===== src/rtl/traffic_light_unit.sv =====
`default_nettype none
// ============================================================================
// Module  : traffic_light_unit
// Brief   : Signal-head sequencer RED -> GREEN -> YELLOW -> RED with local
//           yellow timing, minimum-green enforcement and a DARK mode.
//           Optional macro BLINK_EN: blink yellow while DARK.
// Revision: 1.0 - initial release
// ============================================================================
module traffic_light_unit #(
    parameter int CYCLES_PER_MS = 10,
    parameter int YELLOW_MS     = 3000,
    parameter int MIN_GREEN_MS  = 5000,
    parameter int BLINK_HALF_MS = 500
) (
    input  logic CLK,
    input  logic reset_general,
    input  logic enable_general,
    input  logic change,
    input  logic set_req,
    input  logic set_value,
    output logic lamp_red,
    output logic lamp_yellow,
    output logic lamp_green,
    output logic is_red,
    output logic pending,
    output logic err_dropped
);

    localparam int                 c_PRESC_W    = (CYCLES_PER_MS > 1) ? $clog2(CYCLES_PER_MS) : 1;
    localparam logic [c_PRESC_W-1:0] c_PRESC_LAST = c_PRESC_W'(CYCLES_PER_MS - 1);
    localparam logic [15:0]        c_YELLOW     = 16'(YELLOW_MS);
    localparam logic [15:0]        c_MIN_GREEN  = 16'(MIN_GREEN_MS);
    localparam logic [15:0]        c_BLINK_LAST = 16'(BLINK_HALF_MS - 1);

    typedef enum logic [1:0] {
        S_RED    = 2'd0,
        S_GREEN  = 2'd1,
        S_YELLOW = 2'd2,
        S_DARK   = 2'd3
    } state_t;

    state_t                 r_state;
    state_t                 w_state_next;
    logic                   r_change_d;
    logic [c_PRESC_W-1:0]   r_presc;
    logic [15:0]            r_ms;
    logic [15:0]            w_ms_next;
    logic                   w_tick;
    logic                   w_chg_edge;
    logic                   w_forced;
    logic                   w_restart;
    logic                   r_pending;
    logic                   w_pending_next;
    logic                   r_err;
    logic                   w_err_next;
    logic                   w_dark_yellow;
    logic                   r_lamp_red;
    logic                   r_lamp_yellow;
    logic                   r_lamp_green;
    logic                   r_is_red;

    assign w_chg_edge = change & ~r_change_d;
    assign w_tick     = (r_presc == c_PRESC_LAST);
    // Decisions use the elapsed ms as it will stand after this edge, so a
    // dwell of N ms lasts exactly N*CYCLES_PER_MS cycles from state entry.
    assign w_ms_next  = (w_tick && (r_ms != 16'hFFFF)) ? (r_ms + 16'd1) : r_ms;

    always_comb begin
        w_state_next   = r_state;
        w_pending_next = r_pending;
        w_err_next     = r_err;
        w_forced       = 1'b0;
        if (!enable_general) begin
            w_state_next   = S_DARK;
            w_pending_next = 1'b0;
        end else if (r_state == S_DARK) begin
            w_state_next   = S_RED;
        end else if (set_req) begin
            w_state_next   = set_value ? S_GREEN : S_RED;
            w_pending_next = 1'b0;
            w_forced       = 1'b1;
        end else if (w_chg_edge) begin
            case (r_state)
                S_RED:    w_state_next = S_GREEN;
                S_GREEN: begin
                    if (w_ms_next >= c_MIN_GREEN) begin
                        w_state_next   = S_YELLOW;
                        w_pending_next = 1'b0;
                    end else begin
                        w_pending_next = 1'b1;
                    end
                end
                S_YELLOW: w_err_next = 1'b1;
                default:  ;
            endcase
        end else begin
            case (r_state)
                S_GREEN: begin
                    if (r_pending && (w_ms_next >= c_MIN_GREEN)) begin
                        w_state_next   = S_YELLOW;
                        w_pending_next = 1'b0;
                    end
                end
                S_YELLOW: begin
                    if (w_ms_next >= c_YELLOW) begin
                        w_state_next = S_RED;
                    end
                end
                default: ;
            endcase
        end
        w_restart = w_forced | (w_state_next != r_state);
    end

    always_ff @(posedge CLK) begin
        if (reset_general) begin
            r_state    <= S_RED;
            r_change_d <= 1'b0;
            r_presc    <= '0;
            r_ms       <= 16'd0;
            r_pending  <= 1'b0;
            r_err      <= 1'b0;
        end else begin
            r_state    <= w_state_next;
            r_change_d <= change;
            r_pending  <= w_pending_next;
            r_err      <= w_err_next;
            if (w_restart) begin
                r_presc <= '0;
                r_ms    <= 16'd0;
            end else begin
                r_presc <= w_tick ? '0 : (r_presc + c_PRESC_W'(1));
                r_ms    <= w_ms_next;
            end
        end
    end

`ifdef BLINK_EN
    logic [15:0] r_blink_ms;
    logic [15:0] w_blink_ms_next;
    logic        r_blink;
    logic        w_blink_next;

    // Blink phase restarts lit on every state entry; only consumed while DARK.
    always_comb begin
        w_blink_ms_next = r_blink_ms;
        w_blink_next    = r_blink;
        if (w_restart) begin
            w_blink_ms_next = 16'd0;
            w_blink_next    = 1'b1;
        end else if (w_tick) begin
            if (r_blink_ms >= c_BLINK_LAST) begin
                w_blink_ms_next = 16'd0;
                w_blink_next    = ~r_blink;
            end else begin
                w_blink_ms_next = r_blink_ms + 16'd1;
            end
        end
    end

    always_ff @(posedge CLK) begin
        if (reset_general) begin
            r_blink_ms <= 16'd0;
            r_blink    <= 1'b1;
        end else begin
            r_blink_ms <= w_blink_ms_next;
            r_blink    <= w_blink_next;
        end
    end

    assign w_dark_yellow = w_blink_next;
`else
    logic w_unused_blink;
    assign w_unused_blink = ^c_BLINK_LAST;
    assign w_dark_yellow  = 1'b0;
`endif

    always_ff @(posedge CLK) begin
        if (reset_general) begin
            r_lamp_red    <= 1'b1;
            r_lamp_yellow <= 1'b0;
            r_lamp_green  <= 1'b0;
            r_is_red      <= 1'b1;
        end else begin
            r_lamp_red    <= (w_state_next == S_RED);
            r_lamp_green  <= (w_state_next == S_GREEN);
            r_lamp_yellow <= (w_state_next == S_YELLOW) |
                             ((w_state_next == S_DARK) & w_dark_yellow);
            r_is_red      <= (w_state_next == S_RED);
        end
    end

    assign lamp_red    = r_lamp_red;
    assign lamp_yellow = r_lamp_yellow;
    assign lamp_green  = r_lamp_green;
    assign is_red      = r_is_red;
    assign pending     = r_pending;
    assign err_dropped = r_err;

endmodule
`default_nettype wire


===== config.mk =====
export PLATFORM = sky130hd
export DESIGN_NAME = traffic_light_unit
export DESIGN_NICKNAME = d
export VERILOG_FILES = /design/src/rtl/traffic_light_unit.sv
export SDC_FILE = /design/constraint.sdc
export NUM_CORES = 1
export LEC_CHECK = 0
export ABC_AREA = 1
export BUFFER_PORTS_ARGS = -buffer_cell sky130_fd_sc_hd__buf_2
export CELL_PAD_IN_SITES_DETAIL_PLACEMENT = 1
export CELL_PAD_IN_SITES_GLOBAL_PLACEMENT = 1
export CORE_MARGIN = 3
export CORE_UTILIZATION = 47
export DETAILED_ROUTE_END_ITERATION = 10
export PLACE_DENSITY = 0.84
export SETUP_SLACK_MARGIN = 0.2
export SLEW_MARGIN = 10
export SYNTH_ARGS = -nofsm -noshare
export SYNTH_HDL_FRONTEND = slang
export SYNTH_SLANG_ARGS = --single-unit

===== constraint.sdc =====
create_clock -name CLK -period 3.9 [get_ports CLK]
set_input_delay 0.195 -clock CLK [delete_from_list [all_inputs] [get_ports CLK]]
set_output_delay 0.195 -clock CLK [all_outputs]
set_load 0.01 [all_outputs]

==> metrics.cfg <==
[synth]
ys_types=30
yosysWarnings=0
syn_area_um2=1967
synth.top_cell.area_share_pct=28.50
synth-seq-area-share_pct=28.50
synth_area_per_cell_um2=6.782
async_reset_ff_share_pct=0
ys.flop_type=dfxtp_1
synth-edff-count=0
syn_nets=303
yosys.area.top_type=dfxtp_1
ys_ff_latch=28
synthTopCellsByArea=dfxtp_1 28%, nand2_1 18%, nor2_1 6.9%
syn_inst=290
yosys-top-cells-count=93 x nand2_1, 36 x nor2_1, 28 x dfxtp_1
synth.most_common_cell=nand2_1

[grt]
track_usage_pct=22.17
grt_max_degree=18
antenna_found_initial=0
grt_pass1_wl_um=9039
overflow=0
grt_pass1_vias=1961

[cells_and_area]
drive_gt1_share_pct=18.54
nets=316
diodes=0
area_delta_synth_final_pct=7.761
final_cells=350

[critical_path]
path_class=register to register
crit_end=r_presc[3]
cp-start-kind=register
r2r-end=r_presc[3]
endpoint_kind=register
arrival_ns=3.38
crit_required_ns=4.13
crit_start=r_ms[0]
ff2ff_path_depth=22
r2r_setup_slack_ns=0.75
crit_fanout=17
timing.rr.start=r_ms[0]

[placed_design]
io_buffers=11
placedCellCount=346
place_congestion=0.8466
dp_hpwl_um=4147

[sta]
rsz0062_at_grt=false
slew_viol_final=0
holdWs_ns=0.08977
hold_violations=0
period_share_pct=80.86
slew_headroom_pct=68.95
finalClockSkew_ns=0.006484
setup_violations=0
worst_pin_slew_ns=0.4653
setup-tns-final_ns=0
fin_crit_ns=3.153
fmax_mhz=317.1

[cts]
clk_latency_ns=0.28
cts_max_level=1
clock_sinks=28
cts_root_buf=clkbuf_8
path_clk_slew_ns=0.10
cts_buffer_depth=2
post_cts_resized=0
cts_tree=built
post_cts_buffers=0
postCtsHoldBufs=0
cts_buffers=3

[pwr]
ir_drop_v=0.0002046
p_leak_nw=0.9030
powerDensity_nw_per_um2=286.3

[floorplanning]
die_w_um=70.69
pin_count=12
design.core.area_um2=3854
dieArea_um2=4997
rows=22
dieHeight_um=70.69
initial_core_util_pct=51.04

[outcome]
status=finished, final reports clean

[detailed_routing]
routed_wl_um=5274
drt-initial-drc-count=83
vias=1848
vias_per_cell=5.280
drt-wirelength-per-cell_um=15.07
route.detailed.drc=0
drtAntennaViolNets=0
drtPass1Iterations=4

[hold_path]
hold_path_class=primary input to register

[flow_run]
cap_viol_max_count=0

==> flip-flops by register name (all words and copies together), names as in the netlist <==
name         flops
lamp_green       1
r_state          2
r_ms            16
is_red           1
lamp_yellow      1
err_dropped      1
r_presc          4
r_change_d       1
pending          1
==> cell type report <==
cell class                      count  area [um^2]
Inverter                           31        116.4
Clock inverter                      1        30.03
Fill cell                         534         1734
Sequential cell                    28        560.5
Multi-Input combinational cell    227         1249
Clock buffer                        3        41.29
Timing Repair Buffer               12        62.56
Tap cell                           48        60.06
==> logic make-up (layout without fill, tap and decap cells) <==
family,after synthesis,after routing,share of synthesized area (%)
AO/OA/AOI/OAI,7,7,2.545
multiplexers,1,1,0.5089
flip-flops,28,28,28.50
XOR/XNOR,9,9,4.007
AND/OR/NAND/NOR,203,203,51.97
buffers and inverters,35,47,8.015
adder cells (fa/ha/maj),7,7,4.453
==> through the flow <==
stage / setup slack [ns] / total power [mW] / cell area (um^2) / util, %
global route: 0.4216 / 0.6322 / 2120 / 55.00
detailed placement: 0.8026 / 0.3784 / 2048 / 53.15
CTS: 0.7424 / 0.6103 / 2120 / 55.00
finish: 0.7465 / 0.6068 / 2120 / 55.00
floorplan: 1.425 / 0.3627 / 1967 / -
global placement: 0.9312 / 0.3757 / 2048 / 53.15
==> critical path: stages (launching register included) <==
cell and delay (ns):
dfxtp_1 0.41, ha_1 0.23, nand2_2 0.08, nor2_4 0.18
nand2_2 0.10, nor2_1 0.12, nor2_1 0.05, buf_4 0.19
nand2_1 0.13, nand2_2 0.10, nor2_4 0.11, nand3_2 0.09
o21ai_2 0.21, nand2_1 0.12, nand2_1 0.07, nand2_1 0.05
nand2_1 0.07, nand2_2 0.07, nand3_2 0.09, nand3_4 0.24
nor2_2 0.18, nand2_1 0.11, nor2_1 0.10
==> worst min-delay path by stage <==
stage | cells past startpoint | slack, ns | startpoint | end
final | 2 | 0.09 | reset_general | r_change_d
after global routing | 2 | 0.1 | reset_general | err_dropped
after CTS | 2 | 0.09 | reset_general | r_change_d
after detailed placement | 2 | 0.39 | reset_general | r_change_d
after global placement | 2 | 0.39 | reset_general | r_change_d
after floorplan | 1 | 0.27 | reset_general | err_dropped
==> cell usage in the layout (no fill, tap or decap) <==
master,synthesis,final
nand2_1,93,93
nor2_1,36,36
dfxtp_1,28,28
inv_1,27,27
nand3_1,20,20
nand2_2,13,13
buf_2,0,11
nor3_2,10,10
nand4_1,7,7
ha_1,7,7
nor3b_1,6,6
xor2_1,5,5
nor2_4,4,4
xnor2_1,4,4
inv_2,3,3
nor2_2,3,3
nand3b_1,3,3
nand2_4,3,3
clkbuf_8,0,3
nand3_2,2,2
nor3_1,2,2
a21oi_1,2,2
clkinv_1,1,1
o21ai_2,1,1
a21boi_1,1,1
nand3_4,1,1
mux2i_1,1,1
o211ai_1,1,1
a211oi_1,1,1
a41oi_1,1,1
bufinv_16,0,1
buf_4,1,1
==> where the power goes <==
part	total [mW]	internal (mW)	switching, mW
Sequential	0.298	0.292	0.00581
Combinational	0.0740	0.0226	0.0514
Clock	0.235	0.138	0.0975
Total	0.607	0.452	0.155
==> per-layer routing <==
| metal | part of all wire, % | vias up | global-route usage (%) |
|---|---|---|---|
| met1 | 46 | 874 | 28.19 |
| li1 | - | 932 | - |
| met5 | 0 | - | 0 |
| met4 | 1.6 | 0 | 6.054 |
| met3 | 2.5 | 12 | 2.699 |
| met2 | 50 | 30 | 39.34 |
(Power assumes the default switching activity.)
